$ cat src/rtl/frodo_mac4.sv
`default_nettype none
// +--------------------------------------------------------------------------+
// | frodo_mac4 : four-lane 8x16 multiply-accumulate, mod 2^16 per lane       |
// | Rev 1.0                                                                  |
// +--------------------------------------------------------------------------+
module frodo_mac4 #(
    parameter int CNT_W = 11
) (
    input  logic             clk,
    input  logic             rstn,
    input  logic             start,
    input  logic             clear,
    input  logic [CNT_W-1:0] n_terms,
    input  logic             sub,
    input  logic [63:0]      init_data,
    input  logic             in_valid,
    output logic             in_ready,
    input  logic [7:0]       short_data_0,
    input  logic [7:0]       short_data_1,
    input  logic [7:0]       short_data_2,
    input  logic [7:0]       short_data_3,
    input  logic [15:0]      long_data_0,
    input  logic [15:0]      long_data_1,
    input  logic [15:0]      long_data_2,
    input  logic [15:0]      long_data_3,
    output logic             out_valid,
    input  logic             out_ready,
    output logic [63:0]      out_data,
    output logic             busy
);

    typedef enum logic [1:0] {
        S_IDLE  = 2'd0,
        S_ACC   = 2'd1,
        S_DRAIN = 2'd2,
        S_OUT   = 2'd3
    } state_t;

    state_t           r_state;
    logic [15:0]      r_acc  [4];
    logic [15:0]      r_prod [4];
    logic             r_pvld;
    logic [CNT_W-1:0] r_cnt;
    logic [CNT_W-1:0] r_nterms;
    logic             r_sub;
    logic             r_out_valid;
    logic             r_in_ready;
    logic             r_busy;

    logic [7:0]       w_short [4];
    logic [15:0]      w_long  [4];
    logic [15:0]      w_prod  [4];
    logic             w_beat;
    logic             w_load;
    logic             w_last;

    assign w_short[0] = short_data_0;
    assign w_short[1] = short_data_1;
    assign w_short[2] = short_data_2;
    assign w_short[3] = short_data_3;
    assign w_long[0]  = long_data_0;
    assign w_long[1]  = long_data_1;
    assign w_long[2]  = long_data_2;
    assign w_long[3]  = long_data_3;

    // A 16-bit product of the sign-extended operand is exact mod 2^16.
    generate
        for (genvar i = 0; i < 4; i++) begin : g_lane
            logic [15:0] w_ext;
            assign w_ext     = {{8{w_short[i][7]}}, w_short[i]};
            assign w_prod[i] = w_ext * w_long[i];
        end
    endgenerate

    // in_ready is only ever high in ACC, so w_beat needs no state decode.
    assign w_beat = in_valid & r_in_ready;
    assign w_load = start & ((r_state == S_IDLE) | ((r_state == S_OUT) & out_ready));
    assign w_last = (r_cnt == (r_nterms - {{(CNT_W-1){1'b0}}, 1'b1}));

    always_ff @(posedge clk or negedge rstn) begin
        if (!rstn) begin
            r_state     <= S_IDLE;
            r_pvld      <= 1'b0;
            r_cnt       <= '0;
            r_nterms    <= '0;
            r_sub       <= 1'b0;
            r_out_valid <= 1'b0;
            r_in_ready  <= 1'b0;
            r_busy      <= 1'b0;
            for (int i = 0; i < 4; i++) begin
                r_acc[i]  <= '0;
                r_prod[i] <= '0;
            end
        end else if (clear) begin
            r_state     <= S_IDLE;
            r_pvld      <= 1'b0;
            r_cnt       <= '0;
            r_out_valid <= 1'b0;
            r_in_ready  <= 1'b0;
            r_busy      <= 1'b0;
            for (int i = 0; i < 4; i++) begin
                r_acc[i] <= '0;
            end
        end else begin
            r_pvld <= w_beat;
            for (int i = 0; i < 4; i++) begin
                if (w_beat) begin
                    r_prod[i] <= w_prod[i];
                end
                if (w_load) begin
                    r_acc[i] <= init_data[16*i +: 16];
                end else if (r_pvld) begin
                    r_acc[i] <= r_sub ? (r_acc[i] - r_prod[i]) : (r_acc[i] + r_prod[i]);
                end
            end

            case (r_state)
                S_ACC: begin
                    if (w_beat) begin
                        r_cnt <= r_cnt + {{(CNT_W-1){1'b0}}, 1'b1};
                        if (w_last) begin
                            r_state    <= S_DRAIN;
                            r_in_ready <= 1'b0;
                        end
                    end
                end
                S_DRAIN: begin
                    r_state     <= S_OUT;
                    r_out_valid <= 1'b1;
                end
                default: begin
                    if (w_load) begin
                        r_nterms <= n_terms;
                        r_sub    <= sub;
                        r_cnt    <= '0;
                        r_busy   <= 1'b1;
                        if (n_terms == '0) begin
                            r_state     <= S_OUT;
                            r_out_valid <= 1'b1;
                            r_in_ready  <= 1'b0;
                        end else begin
                            r_state     <= S_ACC;
                            r_out_valid <= 1'b0;
                            r_in_ready  <= 1'b1;
                        end
                    end else if ((r_state == S_OUT) && out_ready) begin
                        r_state     <= S_IDLE;
                        r_out_valid <= 1'b0;
                        r_busy      <= 1'b0;
                    end
                end
            endcase
        end
    end

    assign in_ready  = r_in_ready;
    assign out_valid = r_out_valid;
    assign busy      = r_busy;
    assign out_data  = r_out_valid ? {r_acc[3], r_acc[2], r_acc[1], r_acc[0]} : 64'd0;

endmodule
`default_nettype wire

$ cat config.mk
export PLATFORM = sky130hd
export DESIGN_NAME = frodo_mac4
export DESIGN_NICKNAME = d
export VERILOG_FILES = /design/src/rtl/frodo_mac4.sv
export SDC_FILE = /design/constraint.sdc
export NUM_CORES = 1
export LEC_CHECK = 0
export ABC_AREA = 1
export ABC_CLOCK_PERIOD_IN_PS = 2400
export CAP_MARGIN = 20
export CORE_UTILIZATION = 43
export DETAILED_ROUTE_END_ITERATION = 7
export PLACE_DENSITY = 0.75
export SKIP_CTS_REPAIR_TIMING = 1
export SYNTH_ARGS = -nofsm -noshare
export SYNTH_HDL_FRONTEND = slang
export SYNTH_SLANG_ARGS = --single-unit
$ cat constraint.sdc
create_clock -name clk -period 2.4 [get_ports clk]
set_input_delay 0.36 -clock clk [delete_from_list [all_inputs] [get_ports clk]]
set_output_delay 0.36 -clock clk [all_outputs]
set_load 0.02 [all_outputs]
# ---- Word-level counts from Yosys, hierarchy flattened
# Cells that the tools add are included.
dict set report word_totals {
  reg_bits 157
  out_inout_bits 67
}
dict set report classes {
  add_sub_neg 10
  multipliers 4
  eq_ne 9
  mux 40
  bitwise 6
  n_reduce_logical 16
}
# operator count
set ops {}
lappend ops {{16-bit two-way mux} 12}
lappend ops {{64-bit two-way mux} 2}
lappend ops {{16-bit adder} 4}
lappend ops {{8-bit by 16-bit multiplier with 16-bit output} 4}
lappend ops {{16-bit subtractor} 4}
lappend ops {{11-bit two-way mux} 3}
lappend ops {{11-bit case mux with 2 select lines} 1}
lappend ops {{1-bit two-way mux} 13}
lappend ops {{2-bit two-way mux} 6}
lappend ops {{11-bit by 1-bit adder with 11-bit output (second input constant)} 1}
lappend ops {{11-bit equality test} 1}
lappend ops {{11-bit logical NOT} 1}
lappend ops {{11-bit by 1-bit subtractor with 11-bit output (second input constant)} 1}
lappend ops {{3-bit AND reduction} 3}
lappend ops {{3-bit nonzero test} 3}
lappend ops {{3-bit != test (second input constant)} 2}
lappend ops {{2-bit AND reduction} 3}
lappend ops {{5-bit nonzero test} 1}
lappend ops {{2-bit equality test (second input constant)} 2}
lappend ops {{2-bit != test (second input constant)} 2}
lappend ops {{1-bit case mux with 2 select lines} 2}
lappend ops {{2-bit case mux with 2 select lines} 1}
lappend ops {{4-bit AND reduction} 1}
lappend ops {{4-bit nonzero test} 1}
lappend ops {{8 further kinds} 11}

# ---- Depth between registers and ports, before layout
# Gate-level depths: netlist of the first run.
dict set report depth {
  depth_word 7
  ltp_mapped 23
  depth_no_buf 21
}

# ---- Least setup slack after synthesis of the first run
# Ideal clock, no wire load.
dict set report synth_path {
  kind {in2reg}
  startpoint {input short_data_3[0]}
  endpoint {register r_prod[12] (netlist name)}
  setup_ps 133
  arrival_ps 4233
  setup_slack_ps -1966
  stages 19
  path_buffers 2
  cell_sequence {clkbuf_1 -> clkbuf_1 -> nand2_1 -> fa_1 -> fa_1 -> inv_1 -> fa_1 -> inv_1 -> fa_1 -> inv_1 -> ha_1 -> a21oi_1 -> a21oi_1 -> nor2_1 -> nor2_1 -> o21ai_0 -> nand3_1 -> nand3_1 -> o21ai_0}
}
dict set report synth_between {
  elab_chain_cells 1
}
# item line
set synth_rtl {}
lappend synth_rtl {{start, declared} 21} ;# input logic [7:0] short_data_3,
lappend synth_rtl {{8-bit by 16-bit multiplier with 16-bit output} 71} ;# assign w_prod[i] = w_ext * w_long[i];
lappend synth_rtl {{end signal, assigned by index} 108} ;# r_prod[i] <= w_prod[i];
lappend synth_rtl {{end, declared} 41} ;# logic [15:0] r_prod [4];
# Every way passes these cells.
# A chain may end at the register's enable or synchronous reset.

# ---- Worst setup path after layout of the first run
dict set report layout_path {
  startpoint {input short_data_3[7]}
  endpoint {register r_prod[12] (netlist name)}
}
# The elaborated chain is that of the path after synthesis.

==> flow_metrics.py, run 1 <==
metrics = {
    "yosys": {
        "synth_nets": 4312,
        "yosys_warnings": 0,
        "synth-edff-count": 0,
        "synth_seq_cells": 157,
        "syn_area_mm2": 0.02493,
        "synthArstFlopShare_pct": 100.0,
        "netlist_instances": 3680,
        "ys_seq_area_share_pct": 15.76,
        "avgSynthCellArea_um2": 6.775,
        "ys_types": 47,
        "ys.flop_type": "dfrtp_1",
    },
    "timing": {
        "fin_ws_ns": -1.471,
        "fin_hold_ws_ns": 0.3588,
        "rsz0062_at_grt": "true",
        "setup_viol": 85,
        "relSlewSlack_pct": 70.88,
        "fin_tns_setup_ns": -56.25,
        "tightest_slew_ns": 0.4329,
        "hold_viol": 0,
        "finalCritPeriodShare_pct": 161.3,
        "finalCriticalPeriod_ns": 3.871,
        "slew_violations": 0,
        "skew_ns": 0.01339,
        "fmax_ghz": 0.2583,
    },
    "global_routing": {
        "grt_max_degree": 66,
        "grt_pass1_vias": 23740,
        "grt_pass1_wl_um": 115200,
        "grt_antenna_before_repair": 4,
        "grt_usage_pct": 23.61,
        "grt-ovfl-total": 0,
    },
    "cells_and_area": {
        "final_layout_size_suffix_gt1_share_pct": 32.32,
        "fillers": 4653,
        "ff_latch_area_mm2": 0.003931,
        "finish.utilization_pct": 64.81,
        "area_growth_pct": 47.71,
        "fin_nets": 5009,
        "multiInputGateArea_mm2": 0.02043,
    },
    "setup_path": {
        "slowest_delay_ns": 0.55,
        "cp.arrival_ns": 4.20,
        "crit_path_end_kind": "register",
        "worst_path_most_repeated_cell": "fa_1",
        "cp_max_fo": 6,
        "reg2reg_from": "r_prod[0]$_DFFE_PN0P_",
        "critPathLaunch": "short_data_3[7]",
        "crit_required_ns": 2.73,
        "crit_type": "in -> reg",
        "start_kind": "primary input",
        "path_cells": "buf_8 -> inv_8 -> or2_4 -> fa_1 -> fa_1 -> inv_2 -> fa_1 -> inv_2 -> fa_1 -> inv_2 -> ha_4 -> a21oi_4 -> a21oi_2 -> nor2_1 -> nor2_1 -> o21ai_1 -> nand3_1 -> nand3_2 -> o21ai_2",
        "crit_slowest_cell": "fa_1",
    },
    "placed_design": {
        "dp_hpwl_um": 57400,
        "port_buffers": 244,
        "place_congestion": 0.9418,
    },
    "drt": {
        "via_count": 25410,
        "wirelength_um": 78270,
        "drc": 0,
        "ant_nets": 0,
        "dr.first_iter.drc_count": 1587,
        "wire_per_inst_um": 15.20,
        "vias_per_cell": 4.936,
        "firstDrtPassIters": 5,
    },
    "run_status": {
        "outcome": "complete, but fails checks",
        "violations": "negative setup slack",
    },
    "die": {
        "rows": 87,
        "design.core.area_mm2": 0.05682,
        "fp.dieW_um": 242.8,
        "start_util_pct": 43.88,
        "ios": 245,
        "floorplan.die_area_mm2": 0.05895,
        "die_h_um": 242.8,
    },
    "power_and_ir_drop": {
        "p_sw_share_pct": 50.21,
        "p_total_w": 0.05748,
        "p_per_area_mw_per_mm2": 1561,
        "p_sw_w": 0.02886,
        "combPwrFrac_pct": 86.0,
        "intPower_w": 0.02862,
        "power.leakage_nw": 20.05,
        "ir_drop_mv": 0.8856,
        "clkPwrFrac_pct": 4.9,
        "p_seq_share_pct": 9.1,
    },
    "run": {
        "cap_violations": 0,
    },
    "clock_tree": {
        "cts_root_buf": "clkbuf_16",
        "cts.sink_count": 157,
        "clk_path_buf_depth": 2,
        "cts_tree": "yes",
        "insertion_delay_ns": 0.46,
        "cts_buffers": 17,
        "htreeDepth": 4,
        "clkTransAtPathRegs_ns": 0.08,
    },
    "hold_path": {
        "min_path_type": "in -> async",
    },
}
==> worst paths after layout <==
check,end,slack (ns),cells past startpoint
max,r_prod[12]$_DFFE_PN0P_,-1.47,19
min,r_nterms[2]$_DFFE_PN0P_,0.36,2
max reg2reg,r_acc[15]$_DFFE_PN0P_,-0.58,17
min reg2reg,busy$_DFFE_PN0P_,0.52,2
max in group asynchronous,r_prod[56]$_DFFE_PN0P_,1.32,3
min in group clk,r_prod[32]$_DFFE_PN0P_,0.38,4
==> worst max-delay path, delay by kind of cell <==
family	cells	cell delay (ns)
adder cells (fa/ha/maj)	5	2.39
AND/OR/NAND/NOR	5	0.65
AO/OA/AOI/OAI	4	0.52
buffers and inverters	5	0.27
==> Yosys cell counts (2+ instances only) <==
cell | number | share of area [%]
o21ai_1 | 5 | 0.10
clkbuf_1 | 95 | 1.4
a21boi_0 | 5 | 0.15
o22a_1 | 7 | 0.25
a22oi_1 | 4 | 0.12
or2_2 | 24 | 0.60
nand3b_1 | 10 | 0.30
inv_1 | 961 | 14
nand4_1 | 16 | 0.40
nor4_1 | 9 | 0.23
nand3_1 | 161 | 3.2
a21o_1 | 8 | 0.24
mux2_2 | 2 | 0.090
nor3_1 | 33 | 0.66
dfrtp_1 | 157 | 16
o21ba_2 | 4 | 0.16
buf_2 | 29 | 0.58
a21oi_1 | 154 | 3.1
nand2_2 | 4 | 0.10
xnor2_1 | 33 | 1.2
a31oi_1 | 41 | 1.0
nor2_2 | 5 | 0.13
nand2_1 | 957 | 14
o31ai_1 | 10 | 0.30
a221oi_1 | 2 | 0.070
ha_1 | 206 | 10
clkinv_1 | 5 | 0.075
o21bai_1 | 4 | 0.12
fa_1 | 248 | 20
o21ai_0 | 156 | 3.1
o21a_1 | 9 | 0.27
o22ai_1 | 6 | 0.15
nor2_4 | 3 | 0.14
inv_2 | 4 | 0.060
o21ai_2 | 2 | 0.070
xor2_1 | 93 | 3.3
clkinv_2 | 2 | 0.040
nor2_1 | 196 | 3.0
clkbuf_2 | 2 | 0.040
==> routing by layer <==
layer  routed length [um]  vias up  global-route usage, %
li1                     -    12410                      -
met1                35190    12170                  33.95
met2                37490      728                  38.46
met3                 4157      105                  2.267
met4                 1411        2                  4.809
met5                   13        -                      0
==> placed cells by master (no fill, tap or decap), types with 60 or more instances in the layout <==
cell type / instances
inv_2: 149
a21oi_2: 73
inv_1: 807
o21ai_1: 60
dfrtp_1: 155
nand2_1: 813
nand3_1: 103
clkdlybuf4s50_1: 157
ha_1: 113
nand2_2: 110
o21ai_0: 63
nor2_1: 150
xor2_1: 85
buf_4: 425
fa_1: 226
ha_4: 83
buf_6: 135
==> flip-flops by register name, indices dropped and copies added (netlist names) <==
signal,cells
busy,1
in_ready,1
out_valid,1
r_acc,64
r_cnt,11
r_nterms,11
r_prod,64
r_pvld,1
r_state,2
r_sub,1
==> power by group through the flow <==
stage / clock (W) / sequential, W / combinational [W]
finish: 0.00282 / 0.00523 / 0.0494
floorplan: 0 / 0.00469 / 0.0223
detailed placement: 0 / 0.00507 / 0.0357
CTS: 0.00286 / 0.00503 / 0.0359
global route: 0.00295 / 0.00535 / 0.0537
global placement: 0 / 0.00505 / 0.0350
==> area by class of cell <==
cell class              instances  share of cell area (%)
diodes                          2                 0.01359
clock buffers                  21                   1.223
flip-flops and latches        157                   10.68
clock inverters                11                  0.3602
inverters                     972                   10.03
well taps                     756                   2.569
multi-input cells            2425                   55.48
repair buffers                804                   19.66
==> through the flow <==
| stage | setup WS [ns] | std cells | area, um2 |
|---|---|---|---|
| CTS | -1.699 | 5032 | 32730 |
| finish | -1.471 | 5148 | 36830 |
| floorplan | -1.477 | 3680 | 26110 |
| detailed placement | -2.146 | 5000 | 32150 |
| global route | -1.604 | 5148 | 36830 |
| global placement | -2.110 | 5000 | 32150 |
==> logic make-up (layout without fill, tap and decap cells) <==
family	Yosys count	in the layout	synth area share [%]
other	0	2	0
buffers and inverters	1098	1808	16.70
and+or+nand+nor	1422	1422	23.35
xor gates and xnor gates	126	126	4.426
adders and majority gates	454	454	30.25
DFF	157	157	15.76
muxes	2	2	0.09033
AOI/OAI and AO/OA	421	421	9.425
(Power assumes the default switching activity.)
==> run 2: changes to the inputs <==
--- a/config.mk
+++ b/config.mk
@@ -9,6 +9,7 @@
 export ABC_CLOCK_PERIOD_IN_PS = 2400
 export CAP_MARGIN = 20
 export CORE_UTILIZATION = 43
+export CTS_CLUSTER_DIAMETER = 200
 export DETAILED_ROUTE_END_ITERATION = 7
 export PLACE_DENSITY = 0.75
 export SKIP_CTS_REPAIR_TIMING = 1
==> results of run 2 <==
Final layout, timing and power as in run 1 (identical DEF).
==> run 3: changes to the inputs <==
--- a/config.mk
+++ b/config.mk
@@ -8,10 +8,10 @@
 export ABC_AREA = 1
 export ABC_CLOCK_PERIOD_IN_PS = 2400
 export CAP_MARGIN = 20
-export CORE_UTILIZATION = 43
+export CORE_UTILIZATION = 40
 export CTS_CLUSTER_DIAMETER = 200
 export DETAILED_ROUTE_END_ITERATION = 7
-export PLACE_DENSITY = 0.75
+export PLACE_DENSITY = 0.72
 export SKIP_CTS_REPAIR_TIMING = 1
 export SYNTH_ARGS = -nofsm -noshare
 export SYNTH_HDL_FRONTEND = slang
==> run 3 against run 2 <==
  * The run still ends with negative setup slack left
  * Die area rose by 7.4%
  * Clock power fell by 5%
  * Total power rose by 1.6%
  * Clock-buffer cell count fell by 4
  * Non-clock buffer count rose by 1
  * First-iteration DRC count rose by 12%
  * Critical endpoint is now r_prod[11]$_DFFE_PN0P_
==> flow_metrics.py, run 3 (synthesis results as in run 1) <==
metrics = {
    "power_and_ir_drop": {
        "power.leakage_nw": 20.10,
        "intPower_w": 0.02910,
        "ir_drop_mv": 0.9057,
        "combPwrFrac_pct": 86.4,
        "p_total_w": 0.05838,
        "clkPwrFrac_pct": 4.6,
        "p_sw_share_pct": 50.16,
        "p_seq_share_pct": 9.1,
        "p_per_area_mw_per_mm2": 1567,
        "p_sw_w": 0.02929,
    },
    "placed_design": {
        "place_inst": 5085,
        "pre_cts_slack_ns": -2.214,
        "port_buffers": 244,
        "dp_hpwl_um": 58250,
        "place_congestion": 0.9456,
    },
    "cells_and_area": {
        "fillers": 5114,
        "fin_nets": 5010,
        "final_layout_size_suffix_gt1_share_pct": 33.34,
        "finalNonFillerCells": 5229,
        "multiInputGateArea_mm2": 0.02065,
        "ff_latch_area_mm2": 0.003930,
        "final_common_cell": "nand2_1",
        "area_growth_pct": 49.40,
        "top_regs": "r_acc x64, r_prod x64",
        "final_cell_mix": "nand2_1, inv_1, buf_4",
    },
    "die": {
        "ios": 245,
        "rows": 91,
        "fp.dieW_um": 251.7,
        "start_util_pct": 40.47,
        "design.core.area_mm2": 0.06160,
        "floorplan.die_area_mm2": 0.06333,
        "die_h_um": 251.7,
    },
    "drt": {
        "wirelength_um": 79100,
        "via_count": 25480,
        "drc": 0,
        "vias_per_cell": 4.874,
        "firstDrtPassIters": 5,
        "dr.first_iter.drc_count": 1770,
        "ant_nets": 0,
        "wire_per_inst_um": 15.13,
    },
    "global_routing": {
        "grt_pass1_wl_um": 114600,
        "grt_pass1_vias": 23360,
        "grt_usage_pct": 22.12,
        "grt_max_degree": 70,
        "grt_antenna_before_repair": 1,
        "grt-ovfl-total": 0,
    },
    "timing": {
        "rsz0062_at_grt": "true",
        "tightest_slew_ns": 0.6220,
        "finalCriticalPeriod_ns": 3.713,
        "fin_ws_ns": -1.313,
        "hold_viol": 0,
        "slew_violations": 0,
        "finalCritPeriodShare_pct": 154.7,
        "fmax_ghz": 0.2693,
        "skew_ns": 0.01032,
        "relSlewSlack_pct": 58.43,
        "setup_viol": 82,
    },
    "setup_path": {
        "cp.arrival_ns": 4.04,
        "crit_required_ns": 2.73,
        "crit_path_end_kind": "register",
        "start_kind": "primary input",
        "cp_max_fo": 8,
        "crit_type": "in -> reg",
    },
    "clock_tree": {
        "cts_root_buf": "clkbuf_16",
        "cts.sink_count": 157,
        "clk_path_buf_depth": 2,
        "insertion_delay_ns": 0.46,
        "htreeDepth": 4,
        "cts_tree": "yes",
        "clkTransAtPathRegs_ns": 0.07,
        "cts_buffers": 17,
    },
    "hold_path": {
        "min_path_type": "in -> reg",
    },
    "run_status": {
        "violations": "negative setup slack",
        "outcome": "complete, but fails checks",
    },
    "run": {
        "cap_violations": 0,
    },
}
[run 3: cell types whose count changed in the layout (fill, tap and decap cells not counted), sizes merged]
cell,delta
clkdlybuf4s50,-1
inv,+4
diode,-1
clkinv,+3
clkbuf,-10
dlymetal6s2s,+3
clkinvlp,-1
bufinv,-2
buf,+5
[run 3: final timing paths]
kind                                              from                     end  slack (ns)  depth (start not counted)
worst max-delay path                   short_data_3[5]  r_prod[11]$_DFFE_PN0P_       -1.31                         19
min in group asynchronous                         rstn   r_acc[24]$_DFFE_PN0P_        0.43                          2
worst min-delay path                    long_data_2[0]  r_prod[16]$_DFFE_PN0P_        0.39                          4
worst max register to register  r_prod[48]$_DFFE_PN0P_   r_acc[63]$_DFFE_PN0P_       -0.60                         18
worst min register to register  r_prod[43]$_DFFE_PN0P_  r_prod[43]$_DFFE_PN0P_        0.52                          2
max in group asynchronous                         rstn  r_prod[10]$_DFFE_PN0P_        1.22                          3
[run 3: metrics by stage]
stage | TNS [ns] | util [%] | instance area (um2) | hold WS (ns)
after global routing | -68.12 | 60.47 | 37250 | 0.4202
after global placement | -99.44 | 52.40 | 32280 | 0.3317
after detailed placement | -104.28 | 52.40 | 32280 | 0.3376
final | -56.00 | 60.47 | 37250 | 0.3948
after CTS | -80.83 | 53.29 | 32830 | -0.1561
after floorplan | -53.54 | - | 26110 | 0.06441
[run 3: critical path: stages]
cell and delay [ns]:
buf_6 0.10, buf_6 0.13, nand2_2 0.06, inv_2 0.03
fa_1 0.49, fa_1 0.51, fa_1 0.52, inv_1 0.05
fa_1 0.51, inv_2 0.05, ha_4 0.27, a21oi_4 0.21
o21ai_4 0.10, a21oi_4 0.19, nor2_4 0.07, o21ai_2 0.13
nand3_1 0.10, nand3_1 0.09, o21ai_1 0.07
[run 3: cell type report]
type / count / share of cell area, %
inverter: 972 / 9.933
clock inverter: 15 / 0.3359
tap: 837 / 2.812
antenna: 1 / 0.006718
multi-input combinational: 2425 / 55.44
clock buffer: 17 / 1.142
timing repair buffer: 805 / 19.78
sequential: 157 / 10.55
[run 3: power by group through the flow]
stage	registers, W	clock network [W]	logic, W
final	0.00529	0.00267	0.0504
after global routing	0.00538	0.00281	0.0546
after CTS	0.00506	0.00271	0.0364
after detailed placement	0.00510	0	0.0362
after global placement	0.00507	0	0.0354
after floorplan	0.00469	0	0.0223
[run 3: layer usage]
layer / GRT usage (%) / up-vias / share of wire [%]
met5: 0 / - / 0
met4: 4.443 / 0 / 2.3
met3: 3.095 / 131 / 6.0
met2: 36.25 / 757 / 48
met1: 31.02 / 12170 / 44
li1: - / 12430 / -
